**config.mk**
```make
export PLATFORM = sky130hd
export DESIGN_NAME = fifo_sync_flat
export DESIGN_NICKNAME = d
export VERILOG_FILES = /design/src/rtl/fifo_pkg.sv /design/src/rtl/fifo_sync_if.sv /design/src/rtl/fifo_ram.sv /design/src/rtl/fifo_sync.sv /design/src/flat_wrapper.sv
export SDC_FILE = /design/constraint.sdc
export NUM_CORES = 1
export LEC_CHECK = 0
export CAP_MARGIN = 20
export CORE_UTILIZATION = 50
export DETAILED_ROUTE_END_ITERATION = 8
export PLACE_DENSITY = 0.65
export SYNTH_ARGS = -nofsm -noshare
export SYNTH_HDL_FRONTEND = slang
export SYNTH_SLANG_ARGS = --single-unit
```
**constraint.sdc**
```tcl
create_clock -name clock -period 12.7 [get_ports clock]
set_input_delay 2.54 -clock clock [delete_from_list [all_inputs] [get_ports clock]]
set_output_delay 2.54 -clock clock [all_outputs]
set_load 0.03 [all_outputs]
```
**src/rtl/fifo_pkg.sv**
```systemverilog
// Shared constants and fill-level helper for the synchronous FIFO.
package fifo_pkg;

  localparam int unsigned DEF_DATA_WIDTH      = 32;
  localparam int unsigned DEF_FIFO_SIZE       = 8;
  localparam int unsigned DEF_SIZE_BITS       = 3;
  localparam int unsigned DEF_ALMOST_FULL_TH  = 6;
  localparam int unsigned DEF_ALMOST_EMPTY_TH = 2;

  // Pointers carry one wrap bit above the address, so the difference is 0..FIFO_SIZE.
  function automatic int unsigned fifo_fill(input int unsigned wr_ptr,
                                            input int unsigned rd_ptr,
                                            input int unsigned size_bits);
    int unsigned mask;
    mask = (32'd1 << (size_bits + 32'd1)) - 32'd1;
    return (wr_ptr - rd_ptr) & mask;
  endfunction

endpackage

```
**src/rtl/fifo_sync_if.sv**
```systemverilog
// Handshake, data and status bundle of fifo_sync; master drives the enables, slave is the FIFO.
interface fifo_sync_if
  import fifo_pkg::*;
#(
  parameter int unsigned DATA_WIDTH = DEF_DATA_WIDTH,
  parameter int unsigned SIZE_BITS  = DEF_SIZE_BITS
);

  logic [DATA_WIDTH-1:0] data;
  logic                  write_enable;
  logic                  read_enable;
  logic [DATA_WIDTH-1:0] q;
  logic                  fifo_full;
  logic                  fifo_empty;
  logic                  almost_full;
  logic                  almost_empty;
  logic [SIZE_BITS:0]    fill_count;
  logic                  overflow;
  logic                  underflow;

  modport master (
    output data, write_enable, read_enable,
    input  q, fifo_full, fifo_empty, almost_full, almost_empty, fill_count, overflow, underflow
  );

  modport slave (
    input  data, write_enable, read_enable,
    output q, fifo_full, fifo_empty, almost_full, almost_empty, fill_count, overflow, underflow
  );

endinterface

```
**src/rtl/fifo_ram.sv**
```systemverilog
// Simple dual-port storage: one write port, one registered read port with write-to-read bypass.
module fifo_ram #(
  parameter int unsigned DATA_WIDTH = 32,
  parameter int unsigned ADDR_BITS  = 3
) (
  input  logic                  clock,
  input  logic                  reset,
  input  logic                  i_we,
  input  logic [ADDR_BITS-1:0]  i_waddr,
  input  logic [DATA_WIDTH-1:0] i_wdata,
  input  logic                  i_re,
  input  logic [ADDR_BITS-1:0]  i_raddr,
  output logic [DATA_WIDTH-1:0] o_rdata
);

  localparam int unsigned DEPTH = 1 << ADDR_BITS;

  logic [DATA_WIDTH-1:0] r_mem [DEPTH];
  logic [DATA_WIDTH-1:0] r_rdata;

  always_ff @(posedge clock) begin
    if (i_we) r_mem[i_waddr] <= i_wdata;
  end

  // Bypass lets a word written to the address being read appear without an extra cycle.
  always_ff @(posedge clock) begin
    if (!reset)    r_rdata <= '0;
    else if (i_re) r_rdata <= (i_we && (i_waddr == i_raddr)) ? i_wdata : r_mem[i_raddr];
  end

  assign o_rdata = r_rdata;

endmodule

```
**src/rtl/fifo_sync.sv**
```systemverilog
// Synchronous FIFO: pointers, fill count, flags and error pulses around fifo_ram.
// Define FIFO_FWFT_EN for first-word-fall-through reads; default is registered read (latency 1).
module fifo_sync
  import fifo_pkg::*;
#(
  parameter int unsigned DATA_WIDTH      = DEF_DATA_WIDTH,
  parameter int unsigned FIFO_SIZE       = DEF_FIFO_SIZE,
  parameter int unsigned SIZE_BITS       = DEF_SIZE_BITS,
  parameter int unsigned ALMOST_FULL_TH  = DEF_ALMOST_FULL_TH,
  parameter int unsigned ALMOST_EMPTY_TH = DEF_ALMOST_EMPTY_TH
) (
  input  logic       clock,
  input  logic       reset,
  fifo_sync_if.slave bus
);

  localparam int unsigned PTR_W = SIZE_BITS + 1;

  logic [PTR_W-1:0]      r_wr_ptr, r_rd_ptr, r_fill_count;
  logic                  r_full, r_empty, r_afull, r_aempty, r_overflow, r_underflow;
  logic                  w_wr_acc, w_rd_acc;
  logic [PTR_W-1:0]      w_wr_ptr_next, w_rd_ptr_next, w_count_next;
  logic                  w_ram_we, w_ram_re;
  logic [SIZE_BITS-1:0]  w_ram_raddr;
  logic [DATA_WIDTH-1:0] w_rdata;

  assign w_wr_acc      = bus.write_enable & ~r_full;
  assign w_rd_acc      = bus.read_enable & ~r_empty;
  assign w_wr_ptr_next = r_wr_ptr + PTR_W'(w_wr_acc);
  assign w_rd_ptr_next = r_rd_ptr + PTR_W'(w_rd_acc);
  assign w_count_next  = PTR_W'(fifo_fill(32'(w_wr_ptr_next), 32'(w_rd_ptr_next), SIZE_BITS));
  assign w_ram_we      = reset & w_wr_acc;

`ifdef FIFO_FWFT_EN
  // Always prefetch the word at the upcoming read pointer so q tracks the head.
  assign w_ram_re    = 1'b1;
  assign w_ram_raddr = w_rd_ptr_next[SIZE_BITS-1:0];
`else
  assign w_ram_re    = reset & w_rd_acc;
  assign w_ram_raddr = r_rd_ptr[SIZE_BITS-1:0];
`endif

  // Flags are registered from the next count so they never see the enables combinationally.
  always_ff @(posedge clock) begin
    if (!reset) begin
      r_wr_ptr     <= '0;
      r_rd_ptr     <= '0;
      r_fill_count <= '0;
      r_full       <= 1'b0;
      r_empty      <= 1'b1;
      r_afull      <= 1'b0;
      r_aempty     <= 1'b1;
      r_overflow   <= 1'b0;
      r_underflow  <= 1'b0;
    end else begin
      r_wr_ptr     <= w_wr_ptr_next;
      r_rd_ptr     <= w_rd_ptr_next;
      r_fill_count <= w_count_next;
      r_full       <= (w_count_next == PTR_W'(FIFO_SIZE));
      r_empty      <= (w_count_next == '0);
      r_afull      <= (w_count_next >= PTR_W'(ALMOST_FULL_TH));
      r_aempty     <= (w_count_next <= PTR_W'(ALMOST_EMPTY_TH));
      r_overflow   <= bus.write_enable & r_full;
      r_underflow  <= bus.read_enable & r_empty;
    end
  end

  fifo_ram #(
    .DATA_WIDTH (DATA_WIDTH),
    .ADDR_BITS  (SIZE_BITS)
  ) u_ram (
    .clock   (clock),
    .reset   (reset),
    .i_we    (w_ram_we),
    .i_waddr (r_wr_ptr[SIZE_BITS-1:0]),
    .i_wdata (bus.data),
    .i_re    (w_ram_re),
    .i_raddr (w_ram_raddr),
    .o_rdata (w_rdata)
  );

  assign bus.q            = w_rdata;
  assign bus.fifo_full    = r_full;
  assign bus.fifo_empty   = r_empty;
  assign bus.almost_full  = r_afull;
  assign bus.almost_empty = r_aempty;
  assign bus.fill_count   = r_fill_count;
  assign bus.overflow     = r_overflow;
  assign bus.underflow    = r_underflow;

endmodule

```
**src/flat_wrapper.sv**
```systemverilog
// flat-port wrapper written by rule: the top's interface ports become plain ports
module fifo_sync_flat import fifo_pkg::*;
#(
  parameter int unsigned DATA_WIDTH      = DEF_DATA_WIDTH,
  parameter int unsigned FIFO_SIZE       = DEF_FIFO_SIZE,
  parameter int unsigned SIZE_BITS       = DEF_SIZE_BITS,
  parameter int unsigned ALMOST_FULL_TH  = DEF_ALMOST_FULL_TH,
  parameter int unsigned ALMOST_EMPTY_TH = DEF_ALMOST_EMPTY_TH
)
  (clock, reset, bus_data, bus_write_enable, bus_read_enable, bus_q, bus_fifo_full, bus_fifo_empty, bus_almost_full, bus_almost_empty, bus_fill_count, bus_overflow, bus_underflow);
  fifo_sync_if #(.DATA_WIDTH(DATA_WIDTH), .SIZE_BITS(SIZE_BITS)) bus_i ();
  input  logic clock;
  input  logic reset;
  input wire logic [$bits(bus_i.data)-1:0] bus_data;
  input wire logic [$bits(bus_i.write_enable)-1:0] bus_write_enable;
  input wire logic [$bits(bus_i.read_enable)-1:0] bus_read_enable;
  output wire logic [$bits(bus_i.q)-1:0] bus_q;
  output wire logic [$bits(bus_i.fifo_full)-1:0] bus_fifo_full;
  output wire logic [$bits(bus_i.fifo_empty)-1:0] bus_fifo_empty;
  output wire logic [$bits(bus_i.almost_full)-1:0] bus_almost_full;
  output wire logic [$bits(bus_i.almost_empty)-1:0] bus_almost_empty;
  output wire logic [$bits(bus_i.fill_count)-1:0] bus_fill_count;
  output wire logic [$bits(bus_i.overflow)-1:0] bus_overflow;
  output wire logic [$bits(bus_i.underflow)-1:0] bus_underflow;
  assign bus_i.data = bus_data;
  assign bus_i.write_enable = bus_write_enable;
  assign bus_i.read_enable = bus_read_enable;
  assign bus_q = bus_i.q;
  assign bus_fifo_full = bus_i.fifo_full;
  assign bus_fifo_empty = bus_i.fifo_empty;
  assign bus_almost_full = bus_i.almost_full;
  assign bus_almost_empty = bus_i.almost_empty;
  assign bus_fill_count = bus_i.fill_count;
  assign bus_overflow = bus_i.overflow;
  assign bus_underflow = bus_i.underflow;
  fifo_sync #(.DATA_WIDTH(DATA_WIDTH), .FIFO_SIZE(FIFO_SIZE), .SIZE_BITS(SIZE_BITS), .ALMOST_FULL_TH(ALMOST_FULL_TH), .ALMOST_EMPTY_TH(ALMOST_EMPTY_TH)) u_core (.clock(clock), .reset(reset), .bus(bus_i));
endmodule
```
==> reports/qor.csv, run 1 <==
stage,metric,value,unit
run_status,status,finished clean,
power,ir_drop,0.1090,mV
sta,tightestPinTransition,1.083,ns
clocking,ctsLongestPathBuffers,3,
setup_path,path_cells,clkdlybuf4s50_1 -> nand2b_1 -> buf_4 -> inv_1 -> ha_1 -> ha_1 -> inv_1 -> ha_1 -> nor2b_1 -> o21a_1 -> or3_1 -> mux2i_2 -> and4_1,
clocking,clk_pin_slew,0.06,ns
layout,fin_nets,871,
sta,hold_viol,0,
sta,maxSlewViolCount,0,
clocking,htreeDepth,2,
clocking,post_cts_resized,0,
drt,top_layer_used,met4,
synth,syn-num-nets,787,
synth,ys_types,40,
place,postPlaceCellArea,13250,um^2
hold_path,min_to,u_core.bus.underflow,
synth,synth_cells,742,
drt,wl_met2,12.64,mm
hold_path,whs_path_depth,1,
drt,vias,6695,
grt,grt_first_pass_wirelength,40.00,mm
synth,yosysSeqAreaShare,0.7165,
die,die_y,157.7,um
die,fp-row-count,56,
sta,rsz0062_at_grt,false,
synth,synth_area_leader_cell,edfxtp_1,
die,die_x,157.7,um
sta,skew,0.01625,ns
sta,fmax,0.1932,GHz
layout,nFillCells,1759,
place,gp_congestion,0.7550,
setup_path,cpMostUsedCell,ha_1,
clocking,clk_latency,0.50,ns
setup_path,regToRegStartpoint,u_core.r_rd_ptr[0],
power,power_density,191.2,nW/um^2
sta,maxSlewHeadroom,0.2765,
clocking,cts_made_buffers,34,
clocking,post_cts_buffers,0,
grt,grt_start_max_net_pins,51,
setup_path,crit_slowest_cell,buf_4,
layout,drive_gt1_frac,0.1763,
die,die-area,24880,um^2
setup_path,critPathTopFamily,buffers and inverters,
sta,fin_crit,5.177,ns
setup_path,start_kind,input port,
layout,area_growth,18.39,%
layout,diodes,0,
synth,yosysWarnings,0,
place,place_inst,1109,
synth,synth.area.top_cells,"edfxtp_1, mux2i_1, dfxtp_1, a22oi_1, nand3_2",
setup_path,rr_endpoint,u_core.bus.fifo_full,
place,place_hpwl,14.19,mm
layout,final_cell_area,14360,um^2
power,leakage,0.004821,uW
grt,grt_util_all_layers,0.2195,
synth,syn_area_per_cell,16.34,um^2
setup_path,cp_num_buf_inv,4,
layout,layout.cells.non_filler,1170,
drt,drt_iter0_markers,421,
clocking,ctsHoldBuffers,0,
clocking,clock_sinks,306,
sta,hold_ws,0.5054,ns
setup_path,endpoint_kind,flop,
grt,grt_pass1_vias,6961,
layout,register_area,8692,um^2
drt,m1WireLength,11.56,mm
setup_path,crit_cells,13,
setup_path,cp.arrival,5.61,ns
drt,first_pass_iters,4,
layout,multiInputGateArea,3223,um^2
hold_path,min_from,u_core.bus.fifo_empty,
drt,viasPerCell,5.722,
grt,antenna_found_initial,0,
die,initial_core_util,0.5136,
hold_path,holdCritPathClass,flop to flop,
die,fp.coreArea,23610,um^2
sta,fin_setup_tns,0,ns
synth,syn-cell-area,12130,um^2
setup_path,worstSetupPathType,input port to flop,
clocking,cts_tree,built,
grt,grt.overflow.total,0,
sta,finalSetupViolCount,0,
setup_path,critPathRequiredTime,13.13,ns
drt,wire_per_inst,22.37,um
clocking,root_buffer,clkbuf_16,
die,io_pins,78,
sta,fin_crit_sh,0.4076,
drt,drc,0,
drt,wl_met3,1.415,mm
place,portBuffers,77,
run,maxCapViolations,0,
drt,wirelength,26.17,mm
setup_path,worst-r2r-setup-slack,9.02,ns
setup_path,critPathMaxStageDelay,0.44,ns
setup_path,crit_path_max_fanout,33,
setup_path,r2r_cells,10,
synth,synth-seq-cells,306,
drt,ant_nets,0,
synth,yosysTopAreaCellShare,0.6339,
[power breakdown]
part           internal, uW  switching, uW
logic                   235            351
registers              1160           50.8
clock network           581            370
[cells in the mapped netlist (all sizes together)]
master / instances
mux2i: 125
o21ai: 33
inv: 7
and4: 1
nand2: 3
nor4: 2
clkbuf: 24
nand2b: 3
edfxtp: 256
mux4: 2
a22oi: 62
nor2: 12
or3: 1
a21oi: 65
a21o: 1
nand3: 35
ha: 8
nor3: 4
mux2: 1
o21a: 1
buf: 24
fa: 1
a211oi: 1
dfxtp: 50
or4: 1
xnor2: 2
xor2: 7
nor2b: 4
and2: 4
and3: 2
[layer usage]
layer / up-vias / GRT usage
met5: - / 0
met4: 0 / 0.06241
met3: 44 / 0.04024
met2: 181 / 0.3650
met1: 3399 / 0.2951
li1: 3071 / -
[stage by stage]
step / total power, uW / setup slack, ns / util
floorplan: 1629 / 6.336 / -
global route: 2857 / 7.383 / 0.6080
detailed placement: 1814 / 7.044 / 0.5613
CTS: 2768 / 7.548 / 0.6080
finish: 2745 / 7.523 / 0.6080
global placement: 1791 / 7.188 / 0.5613
[flip-flops by register name, summed over array words and instances, names as in the netlist, 4 cells and up]
register	count
u_core.u_ram.r_mem	256
u_core.r_wr_ptr	4
u_core.bus.fill_count	4
u_core.u_ram.o_rdata	32
u_core.r_rd_ptr	4
[worst max path at each step]
stage	startpoint	slack [ns]	to
after detailed placement	bus_read_enable	7.04	u_core.bus.fifo_full
after global placement	bus_read_enable	7.19	u_core.bus.fifo_full
after CTS	bus_read_enable	7.55	u_core.bus.fifo_full
after global routing	bus_read_enable	7.38	u_core.bus.fifo_full
after floorplan	bus_write_enable	6.34	u_core.u_ram.r_mem[0][0]
final	bus_read_enable	7.52	u_core.bus.fifo_full
[final cells by class]
class	count	area share
multi-input combinational	381	0.2245
timing repair buffer	96	0.06362
sequential	306	0.6055
tap	319	0.02780
clock buffer	48	0.06859
clock inverter	13	0.008192
inverter	7	0.001830
[kinds of logic (layout without fill, tap and decap cells)]
| logic type | after synthesis | in the layout | synth area share |
|---|---|---|---|
| buffers and inverters | 55 | 164 | 0.02373 |
| AO/OA/AOI/OAI | 163 | 163 | 0.08997 |
| multiplexers | 128 | 128 | 0.1081 |
| AND/OR/NAND/NOR | 72 | 72 | 0.04530 |
| XOR/XNOR | 9 | 9 | 0.006501 |
| adder cells (fa/ha/maj) | 9 | 9 | 0.009905 |
| flip-flops | 306 | 306 | 0.7165 |
[placed cells by master, fill, tap and decap left out, drive strengths merged]
cell type	synthesis	routed
nor4	2	2
o21ai	33	33
bufinv	0	2
edfxtp	256	256
and2	4	4
a22oi	62	62
and4	1	1
mux2	1	1
o21a	1	1
nor2	12	12
a21o	1	1
mux2i	125	125
xnor2	2	2
buf	24	19
nor2b	4	4
dfxtp	50	50
a21oi	65	65
or3	1	1
inv	7	9
xor2	7	7
clkbuf	24	48
a211oi	1	1
nand3	35	35
and3	2	2
mux4	2	2
clkinv	0	9
nor3	4	4
ha	8	8
nand2	3	3
clkdlybuf4s50	0	77
nand2b	3	3
fa	1	1
or4	1	1
(Power assumes the default switching activity.)
==> run 2, diff against run 1 <==
--- a/config.mk
+++ b/config.mk
@@ -8,7 +8,7 @@
 export CAP_MARGIN = 20
 export CORE_UTILIZATION = 50
 export DETAILED_ROUTE_END_ITERATION = 8
-export PLACE_DENSITY = 0.65
+export PLACE_DENSITY = 0.68
 export SYNTH_ARGS = -nofsm -noshare
 export SYNTH_HDL_FRONTEND = slang
 export SYNTH_SLANG_ARGS = --single-unit
==> constraint.sdc (replaced) <==
create_clock -name clock -period 4.35 [get_ports clock]
set_input_delay 0.87 -clock clock [delete_from_list [all_inputs] [get_ports clock]]
set_output_delay 0.87 -clock clock [all_outputs]
set_load 0.03 [all_outputs]
==> run 2 against run 1 <==
Net effect:
- first-iteration DRC count grew 17%
- die area unchanged
- sequential share of layout area increased by 0.15 points
- wire length about the same
- non-clock buffer count up 2
- global-route usage shrank 0.38 points
- sequential cell count stayed put
- power grew to 2.9 times the previous value
==> reports/qor.csv, run 2 (same netlist as run 1, synthesis figures left out) <==
stage,metric,value,unit,change
place,gp_congestion,0.7737,,was 0.7550
clocking,clk_latency,0.57,ns,was 0.50 ns
power,leakage,0.004803,uW,was 0.004821 uW
run_status,status,finished clean,,unchanged
drt,ant_nets,0,,unchanged
run,maxCapViolations,0,,unchanged
power,clkPwrFrac,0.341,,was 0.347
layout,largest_register_ffs,256,,unchanged
clocking,clk_pin_slew,0.06,ns,about the same
power,intPower,5710,uW,was 1972 uW
power,netSwitchingFraction,0.2816,,was 0.2815
clocking,ctsHoldBuffers,0,,unchanged
hold_path,holdCritPathClass,flop to flop,,unchanged
sta,maxSlewHeadroom,0.2274,,was 0.2765
clocking,clock_sinks,306,,unchanged
setup_path,start_kind,input port,,unchanged
layout,mostFrequentLayoutCell,edfxtp_1,,unchanged
sta,rsz0062_at_grt,false,,unchanged
clocking,htreeDepth,1,,was 2
die,io_pins,78,,unchanged
setup_path,regToRegStartpoint,u_core.bus.fifo_empty,,was u_core.r_rd_ptr[0]
power,p_comb_frac,0.223,,was 0.214
sta,hold_viol,0,,unchanged
die,fp-row-count,56,,unchanged
power,power_frac_seq,0.436,,was 0.440
setup_path,crit_path_max_fanout,5,,was 33
sta,fin_crit_sh,0.6877,,
power,ir_drop,0.3867,mV,was 0.1090 mV
die,fp.coreArea,23610,um^2,unchanged
setup_path,rr_endpoint,u_core.bus.fifo_full,,unchanged
die,die_y,157.7,um,unchanged
grt,antenna_found_initial,0,,unchanged
drt,viasPerCell,5.645,,was 5.722
grt,grt_pass1_vias,6915,,"was 6,961"
layout,top_register,u_core.u_ram.r_mem,,unchanged
hold_path,min_from,u_core.bus.fifo_empty,,unchanged
setup_path,endpoint_kind,flop,,unchanged
setup_path,r2r_cells,11,,was 10
sta,tightestPinTransition,1.157,ns,was 1.083 ns
sta,hold_ws,0.5187,ns,was 0.5054 ns
sta,fin_crit,2.991,ns,
drt,wirelength,26.17,mm,about the same
sta,maxSlewViolCount,0,,unchanged
die,initial_core_util,0.5136,,unchanged
grt,grt.overflow.total,0,,unchanged
setup_path,worst-r2r-setup-slack,1.68,ns,was 9.02 ns
clocking,ctsLongestPathBuffers,3,,unchanged
clocking,cts_made_buffers,31,,was 34
layout,area_growth,18.09,%,was 18.39%
place,pre_cts_ws,0.8318,ns,was 7.044 ns
setup_path,critPathRequiredTime,4.85,ns,was 13.13 ns
clocking,post_cts_buffers,0,,unchanged
grt,grt_util_all_layers,0.2156,,was 0.2195
layout,drive_gt1_frac,0.1729,,was 0.1763
power,power_density,555.1,nW/um^2,was 191.2 nW/um^2
die,die-area,24880,um^2,unchanged
sta,finalSetupViolCount,0,,unchanged
drt,drc,0,,unchanged
sta,fin_setup_tns,0,ns,unchanged
hold_path,whs_path_depth,1,,unchanged
layout,fin_nets,870,,was 871
place,postPlaceCellArea,13260,um^2,"was 13,250 um^2"
layout,diodes,0,,unchanged
drt,wire_per_inst,22.39,um,was 22.37 um
sta,fmax,0.3343,GHz,
setup_path,cp.arrival,3.50,ns,was 5.61 ns
setup_path,worstSetupPathType,input port to flop,,unchanged
layout,layout_common_cells,"edfxtp_1, mux2i_1, clkdlybuf4s50_1",,unchanged
place,portBuffers,77,,unchanged
clocking,root_buffer,clkbuf_16,,unchanged
power,p_sw,2239,uW,was 772.6 uW
drt,drt_iter0_markers,493,,was 421
sta,fin_ws,1.359,ns,was 7.523 ns
grt,grt_first_pass_wirelength,39.45,mm,was 40.00 mm
drt,vias,6599,,"was 6,695"
drt,first_pass_iters,5,,was 4
clocking,post_cts_resized,0,,unchanged
grt,grt_start_max_net_pins,65,,was 51
place,place_hpwl,13.58,mm,was 14.19 mm
layout,final_cell_area,14320,um^2,"was 14,360 um^2"
setup_path,startpoint,bus_read_enable,,unchanged
die,die_x,157.7,um,unchanged
clocking,cts_tree,built,,unchanged
hold_path,min_to,u_core.bus.underflow,,unchanged
sta,skew,0.009799,ns,was 0.01625 ns
## run 2: changes by cell type in the layout (fill, tap and decap cells not counted), moves of 2 or more
cell       before  now
buf_4          19   21
bufinv_16       2    4
clkbuf_16      35   31
inv_6           2    0
nor2_2          0    3
nor2_4          4    1
## run 2: worst max-delay path by stage
stage                               end  slack (ns)  depth (start not counted)
4_1_cts            u_core.bus.fifo_full        1.39                         12
3_5_place_dp       u_core.bus.fifo_full        0.83                         12
5_1_grt            u_core.bus.fifo_full        1.25                         12
3_3_place_gp       u_core.bus.fifo_full        0.96                         12
2_1_floorplan  u_core.u_ram.r_mem[1][0]        0.43                          3
6_report           u_core.bus.fifo_full        1.36                         12
## run 2: layout make-up
| type | count | area [um^2] |
|---|---|---|
| fill | 1761 | 9293 |
| sequential | 306 | 8692 |
| clock buffer | 44 | 874.6 |
| inverter | 7 | 26.28 |
| clock inverter | 14 | 183.9 |
| tap | 319 | 399.1 |
| multi-input combinational | 381 | 3216 |
| timing repair buffer | 98 | 928.4 |
## run 2: critical path, stage by stage
cell and delay, ns:
clkdlybuf4s50_1 0.43, nand2b_1 0.10, inv_1 0.06, ha_1 0.22
ha_1 0.34, inv_1 0.05, ha_1 0.27, nor2b_1 0.14
o21a_1 0.18, or3_1 0.32, mux2i_2 0.27, and4_1 0.25
## run 2: per-stage QoR
step,util,power [uW],instances
2_1_floorplan,-,4755,742
3_3_place_gp,0.5616,5242,1111
3_5_place_dp,0.5616,5305,1111
4_1_cts,0.6065,8003,1169
5_1_grt,0.6065,8258,1169
6_report,0.6065,7949,1169
## run 2: layer usage
metal	part of all wire	vias to the layer above	global-route usage	wire length, um
met3	0.051	30	0.03039	1327
met2	0.51	189	0.3849	13460
met5	0	-	0	0
met4	0.014	0	0.05640	373
li1	-	3060	-	-
met1	0.42	3320	0.2748	11010
## run 2: power by group through the flow
stage	registers, uW	logic, uW	clock network, uW
after floorplan	3710	1040	0
after global routing	3480	1900	2870
final	3470	1770	2710
after detailed placement	3530	1780	0
after global placement	3520	1730	0
after CTS	3470	1780	2750
==> run 3, diff against run 2 <==
==> constraint.sdc (replaced) <==
create_clock -name clock -period 2.7 [get_ports clock]
set_input_delay 0.54 -clock clock [delete_from_list [all_inputs] [get_ports clock]]
set_output_delay 0.54 -clock clock [all_outputs]
set_load 0.03 [all_outputs]
==> run 3 against run 2 <==
Net effect:
- final cell count is 1.1% higher
- clock skew hardly changed
- non-clock buffer count is 15 higher
- power is 61% higher
- critical path depth is 1 lower
- worst hold slack better by 0.012 ns
- clock power is 56% higher
- critical endpoint is now u_core.bus.almost_full
- largest cell class unchanged
==> reports/qor.csv, run 3 (same netlist as run 1, synthesis figures left out) <==
stage,metric,value,unit,change
sta,hold_viol,0,,unchanged
drt,ant_nets,0,,unchanged
drt,vias,6723,,"was 6,599"
hold_path,holdCritPathClass,flop to flop,,unchanged
grt,antenna_found_initial,1,,was 0
layout,diodes,0,,unchanged
layout,area_growth,20.22,%,was 18.09%
place,gp_congestion,0.8049,,was 0.7737
die,fp.coreArea,23610,um^2,unchanged
die,die-area,24880,um^2,unchanged
grt,grt.overflow.total,0,,unchanged
layout,fin_nets,884,,was 870
clocking,clk_pin_slew,0.06,ns,about the same
sta,tightestPinTransition,0.7672,ns,was 1.157 ns
layout,largest_register_ffs,256,,unchanged
setup_path,critPathRequiredTime,3.19,ns,was 4.85 ns
die,initial_core_util,0.5136,,unchanged
sta,skew,0.009563,ns,was 0.009799 ns
clocking,ctsHoldBuffers,0,,unchanged
layout,nFillCells,1719,,"was 1,761"
sta,maxSlewHeadroom,0.4885,,was 0.2274
run,maxCapViolations,0,,unchanged
clocking,clk_latency,0.55,ns,was 0.57 ns
grt,grt_util_all_layers,0.2121,,was 0.2156
place,place_hpwl,13.90,mm,was 13.58 mm
clocking,htreeDepth,1,,unchanged
clocking,cts_tree,built,,unchanged
layout,multiInputGateArea,3252,um^2,was 3216 um^2
sta,fmax,0.3921,GHz,
layout,drive_gt1_frac,0.1981,,was 0.1729
die,io_pins,78,,unchanged
sta,hold_ws,0.5305,ns,was 0.5187 ns
layout,register_area,8693,um^2,was 8692 um^2
drt,wire_per_inst,21.75,um,was 22.39 um
power,leakage,0.004902,uW,was 0.004803 uW
clocking,ctsLongestPathBuffers,3,,unchanged
drt,wirelength,25.70,mm,was 26.17 mm
sta,fin_crit_sh,0.9445,,
layout,top_register,u_core.u_ram.r_mem,,unchanged
clocking,clock_sinks,306,,unchanged
place,portBuffers,77,,unchanged
layout,mostFrequentLayoutCell,edfxtp_1,,unchanged
die,die_x,157.7,um,unchanged
setup_path,start_kind,input port,,unchanged
power,ir_drop,0.4809,mV,was 0.3867 mV
drt,viasPerCell,5.688,,was 5.645
run_status,status,finished clean,,unchanged
sta,maxSlewViolCount,0,,unchanged
drt,first_pass_iters,5,,unchanged
grt,grt_start_max_net_pins,83,,was 65
power,power,12810,uW,was 7949 uW
sta,fin_crit,2.550,ns,
clocking,root_buffer,clkbuf_16,,unchanged
clocking,post_cts_resized,0,,unchanged
setup_path,worstSetupPathType,input port to flop,,unchanged
layout,layout_common_cells,"edfxtp_1, mux2i_1, clkdlybuf4s50_1",,unchanged
die,die_y,157.7,um,unchanged
power,power_density,878.5,nW/um^2,was 555.1 nW/um^2
grt,grt_first_pass_wirelength,39.03,mm,was 39.45 mm
clocking,post_cts_buffers,0,,unchanged
drt,drt_iter0_markers,489,,was 493
die,fp-row-count,56,,unchanged
drt,drc,0,,unchanged
setup_path,cp.arrival,3.04,ns,was 3.50 ns
clocking,cts_made_buffers,30,,was 31
sta,finalSetupViolCount,0,,unchanged
sta,rsz0062_at_grt,false,,unchanged
setup_path,endpoint_kind,flop,,unchanged
setup_path,crit_path_max_fanout,4,,was 5
grt,grt_pass1_vias,6762,,"was 6,915"
==> run 3: final cells by class <==
type	instances	share of cell area
well taps	319	0.02738
repair buffers	113	0.08170
clock inverters	16	0.01219
inverters	7	0.001802
clock buffers	40	0.05759
multi-input cells	381	0.2231
flip-flops and latches	306	0.5963
==> run 3: metrics by stage <==
stage	TNS, ns	instances	area [um^2]	setup slack, ns	utilization
final	0	1182	14580	0.1498	0.6174
after global routing	0	1182	14580	0.09325	0.6174
after CTS	0	1182	14580	0.1536	0.6174
after detailed placement	-1.796	1126	13560	-0.4060	0.5743
after global placement	-1.403	1126	13560	-0.3265	0.5743
after floorplan	-86.99	742	12210	-0.8047	-
==> run 3: path summary, 6_finish.rpt <==
kind	from	endpoint	slack [ns]	cells after the start
max reg2reg	u_core.bus.fifo_full	u_core.bus.almost_full	0.25	10
max	bus_write_enable	u_core.bus.almost_full	0.15	11
min reg2reg	u_core.r_rd_ptr[3]	u_core.r_rd_ptr[3]	0.53	2
min	u_core.r_rd_ptr[3]	u_core.r_rd_ptr[3]	0.53	2
==> run 3: power breakdown <==
part	switching, uW	internal [uW]
Combinational	1790	1230
Clock	1670	2550
Sequential	124	5440
==> run 3: metal layers <==
metal,vias to the layer above,global-route usage,share of wire
met5,-,0,0
met4,0,0.04577,0.015
met3,33,0.02683,0.044
met2,167,0.3707,0.50
met1,3438,0.2834,0.44
li1,3085,-,-
==> run 3: worst max-delay path: stages <==
cell	delay, ns
clkdlybuf4s50_1	0.42
nor2b_4	0.14
ha_1	0.20
ha_1	0.33
ha_4	0.25
nor2b_1	0.13
o21a_1	0.19
or3_1	0.39
mux2i_2	0.24
buf_4	0.16
a21o_1	0.07
==> RTL edit 1 (flow settings as in run 3) <==
`DEF_DATA_WIDTH`: 32 -> 48.
--- a/src/rtl/fifo_pkg.sv
+++ b/src/rtl/fifo_pkg.sv
@@ -2,5 +2,5 @@
 package fifo_pkg;
 
-  localparam int unsigned DEF_DATA_WIDTH      = 32;
+  localparam int unsigned DEF_DATA_WIDTH      = 48;
   localparam int unsigned DEF_FIFO_SIZE       = 8;
   localparam int unsigned DEF_SIZE_BITS       = 3;
Ports: changed (resized bus_data and bus_q); port bits go from 78 to 110. No check against the original RTL was run, so the function may have changed too.
==> RTL edit 1 against run 3 <==
Routed wire length is 49% higher. Sequential cell count is 144 higher. Setup slack better by 0.041 ns. Synthesized area is 44% higher. Sequential power is 47% higher. Register-to-register slack better by 0.06 ns. Final area is 43% higher. Sequential share of layout area is 2.0 points higher. Total power is 40% higher. First-iteration DRC count is 39% higher.
==> RTL edit 1: results (changes against run 3) <==
Run status
  • Status: finished, final reports clean (unchanged)

Layout
  • Layout cells sized above 1: 14.0% (was 19.8%)
  • Design Area, Final: 0.0209 mm² (was 0.0146 mm²)
  • Fillers: 2540 (was 1719)
  • Proportion of cell area spent on the clock network: 6.58% (was 6.98%)
  • Finished Layout Cells: 1694 (was 1182)
  • Multi-input logic area: 0.00441 mm² (was 0.00325 mm²)
  • Clkbuf count: 62 (was 40)

Place
  • IO buf count: 109 (was 77)
  • Gp weighted congestion: 0.726 (was 0.805)
  • Pre-CTS setup slack: -0.351 ns (was -0.406 ns)

Setup path
  • CP max FO: 5 (was 4)
  • CP delay by family, top: simple AND/OR/NAND/NOR gates (was adder cells)
  • FF-to-FF path depth: 9 (was 10)

Timing
  • Slew @ Worst Pin: 1.05 ns (was 0.767 ns)

Pwr
  • Int Power: 12.8 mW (was 9.22 mW)
  • Comb. pwr: 3.99 mW (was 3.02 mW)
  • Switching share of power: 28.5% (was 28.0%)
  • Static Leak: 6.91 nW (was 4.90 nW)

Synth
  • Synth top cells by count: edfxtp_1 (384), mux2i_1 (188), a22oi_1 (94) (was edfxtp_1 (256), mux2i_1 (124), a22oi_1 (62))
  • Synth cell types: 39 (was 40)
  • Top post-synthesis cells by area: edfxtp_1 (66%), mux2i_1 (11%), dfxtp_1 (7.5%), a22oi_1 (4.0%), a21oi_1 (2.2%) (was edfxtp_1 (63%), mux2i_1 (10%), dfxtp_1 (8.3%), a22oi_1 (3.8%), nand3_2 (2.4%))

Clock tree
  • CTS Buf Count: 46 (was 30)

Global routing
  • Largest net degree at the start of global routing: 117 (was 83)

Drt
  • DRT iter0 DRCs: 678 (was 489)
-- RTL edit 1: path summary, 6_finish.rpt --
kind	to	start	slack, ns
min	u_core.r_wr_ptr[0]$_SDFF_PN0_	reset	0.39
min reg2reg	u_core.bus.underflow$_SDFF_PN0_	u_core.bus.fifo_empty$_SDFF_PN1_	0.51
max reg2reg	u_core.bus.fifo_full$_SDFF_PN0_	u_core.bus.fifo_full$_SDFF_PN0_	0.31
max	u_core.bus.fifo_full$_SDFF_PN0_	bus_write_enable	0.19
-- RTL edit 1: layer usage --
metal  part of all wire (%)  vias to the layer above  wire length, µm  global-route usage, %
met5                  0.044                        -               17                      0
met4                    1.6                        2              595                   5.33
met3                    5.1                       47             1970                   3.24
met2                     49                      260            18800                   35.9
met1                     44                     4992            17000                   30.1
li1                       -                     4472                -                      -
==> RTL edit 2 (config.mk and constraints of run 3) <==
Without the edit above. Reset style: asynchronous (`reset`), changed in 2 clocked blocks.
--- a/src/rtl/fifo_ram.sv
+++ b/src/rtl/fifo_ram.sv
@@ -24,5 +24,5 @@
 
   // Bypass lets a word written to the address being read appear without an extra cycle.
-  always_ff @(posedge clock) begin
+  always_ff @(posedge clock or negedge reset) begin
     if (!reset)    r_rdata <= '0;
     else if (i_re) r_rdata <= (i_we && (i_waddr == i_raddr)) ? i_wdata : r_mem[i_raddr];
--- a/src/rtl/fifo_sync.sv
+++ b/src/rtl/fifo_sync.sv
@@ -42,5 +42,5 @@
 
   // Flags are registered from the next count so they never see the enables combinationally.
-  always_ff @(posedge clock) begin
+  always_ff @(posedge clock or negedge reset) begin
     if (!reset) begin
       r_wr_ptr     <= '0;
Check against the original RTL: differs if reset is asserted again (counterexample within 4 cycles, from zero or initial values and one cycle with reset low); with reset held inactive, the same outputs for 10 cycles.
==> RTL edit 2 against run 3 <==
Sequential cell count did not move. Core utilization rose by 0.15 points. Routed wire length fell by 4.0%. Synthesized area fell by 1.0%. Hold slack got worse by 0.046 ns. Maximum frequency rose by 6.9%. Combinational power rose by 79%. Total power rose by 24%. Setup slack improved by 0.16 ns. Final area barely moved. Via count fell by 8.2%. Global-route usage barely moved. Largest power group unchanged. Highest routed layer unchanged.
==> RTL edit 2: results (changes against run 3) <==
Run status
  • Status: finished, final reports clean (unchanged)

Timing
  • Worst Skew: 0.00750 ns (was 0.00956 ns)
  • Post-route setup slack: 0.314 ns (was 0.150 ns)
  • Hold WS: 0.484 ns (was 0.531 ns)
  • Max transition margin: 57.8% (was 48.9%)

Drt
  • DRT iter0 DRCs: 464 (was 489)
  • Post-DR wirelength/cell: 22.7 µm (was 21.7 µm)
  • Vias: 6169 (was 6723)

Place
  • DP Cell Count: 1028 (was 1126)
  • Pre-CTS setup slack: -0.227 ns (was -0.406 ns)
  • Post-DP Area: 0.0135 mm² (was 0.0136 mm²)
  • Hpwl dp: 13700 µm (was 13900 µm)
  • Gp weighted congestion: 0.756 (was 0.805)

Synth
  • Synth async-reset ratio: 16.3% (was 0%)
  • Synth cell types: 33 (was 40)
  • Top post-synthesis cells by area: edfxtp_1 (64%), mux4_2 (12%), dfrtp_1 (10%), a211oi_2 (1.9%), nor2b_1 (1.8%) (was edfxtp_1 (63%), mux2i_1 (10%), dfxtp_1 (8.3%), a22oi_1 (3.8%), nand3_2 (2.4%))
  • Synth top cells by count: edfxtp_1 (256), mux4_2 (64), dfrtp_1 (48) (was edfxtp_1 (256), mux2i_1 (124), a22oi_1 (62))
  • Ys Warns: 0 (unchanged)
  • Synth Net Count: 677 (was 787)
  • Top-area cell type share of the netlist area: 64.0% (was 63.4%)
  • Register area share after synthesis: 74.5% (was 71.6%)
  • Gate Count Post-Synth: 633 (was 742)

Global routing
  • Largest net degree at the start of global routing: 67 (was 83)
  • Global-route wire length before repair: 38400 µm (was 39000 µm)
  • Vias in the first global route: 6512 (was 6762)
  • Overall Global Routing Usage: 21.2% (about the same)
  • Initial antenna violation count: 0 (was 1)

Pwr
  • Comb. pwr: 5.42 mW (was 3.02 mW)
  • Peak supply drop: 0.999 mV (was 0.481 mV)
  • P_seq: 6.14 mW (was 5.56 mW)
  • Reg power frac: 38.6% (was 43.4%)
  • Switching share of power: 31.3% (was 28.0%)

Setup path
  • FF-to-FF path depth: 9 (was 10)
  • Slowest CP cell: dfstp_2 (was clkdlybuf4s50_1)
  • Critical path endpoint: u_core.bus.fifo_full$_DFF_PN0_ (was u_core.bus.almost_full$_SDFF_PN0_)
  • Crit-path max cell delay: 0.55 ns (was 0.42 ns)
  • Worst Path Arrival: 2.80 ns (was 3.04 ns)
  • Worst r2r src: u_core.bus.fifo_empty$_DFF_PN1_ (was u_core.bus.fifo_full$_SDFF_PN0_)
  • Critical path startpoint category: flip-flop (was input port)

Clock tree
  • CTS root buf: clkbuf_16 (unchanged)
  • Hold-fix buffers, CTS: 1 (was 0)

Layout
  • Layout cells sized above 1: 23.9% (was 19.8%)
  • Nets: 786 (was 884)

Min path
  • Endpoint, Worst Hold: u_core.u_ram.o_rdata[16]$_DFFE_PN0P_ (was u_core.r_rd_ptr[3]$_SDFF_PN0_)
  • Hold Path Origin: u_core.u_ram.o_rdata[16]$_DFFE_PN0P_ (was u_core.r_rd_ptr[3]$_SDFF_PN0_)
## RTL edit 2: changes by cell type after synthesis, sizes merged, moves of 30 or more
| cell | before | now |
|---|---|---|
| mux2i | 125 | 3 |
| a21oi | 65 | 1 |
| a22oi | 62 | 0 |
| mux4 | 2 | 64 |
| dfxtp | 50 | 0 |
| dfrtp | 0 | 48 |
| o21ai | 33 | 68 |
| nand2 | 3 | 36 |
| a211oi | 1 | 32 |
| nor2b | 4 | 35 |
| nand3 | 35 | 5 |
## RTL edit 2: cell families (layout without fill, tap and decap cells)
| family | Yosys count | after routing | synth area share (%) |
|---|---|---|---|
| multiplexers | 68 | 68 | 12.4 |
| AND/OR/NAND/NOR | 95 | 95 | 4.01 |
| AO/OA/AOI/OAI | 102 | 102 | 5.69 |
| XOR/XNOR | 10 | 10 | 0.792 |
| buffers and inverters | 44 | 177 | 1.77 |
| flip-flops | 306 | 306 | 74.5 |
| adder cells (fa/ha/maj) | 8 | 8 | 0.896 |
## RTL edit 2: metal layers
layer | GRT usage (%) | up-vias | share of wire [%] | wire length [µm]
li1 | - | 2719 | - | -
met1 | 29.7 | 3239 | 43 | 10700
met2 | 35.2 | 177 | 50 | 12300
met3 | 3.08 | 34 | 5.2 | 1270
met4 | 5.51 | 0 | 1.6 | 389
met5 | 0 | - | 0 | 0
## RTL edit 2: final cells by class
class,instances,area (µm²)
Fill cell,1699,8970
Sequential cell,306,8950
Multi-Input combinational cell,283,2920
Timing Repair Buffer,112,1220
Clock buffer,41,863
Tap cell,319,399
Clock inverter,15,189
Inverter,9,33.8
## RTL edit 2: worst min-delay path: cells and delay by family (launching register included)
kind               cells  cell delay, ns
AOI/OAI and AO/OA      1            0.06
DFF                    1            0.34
and+or+nand+nor        1            0.05
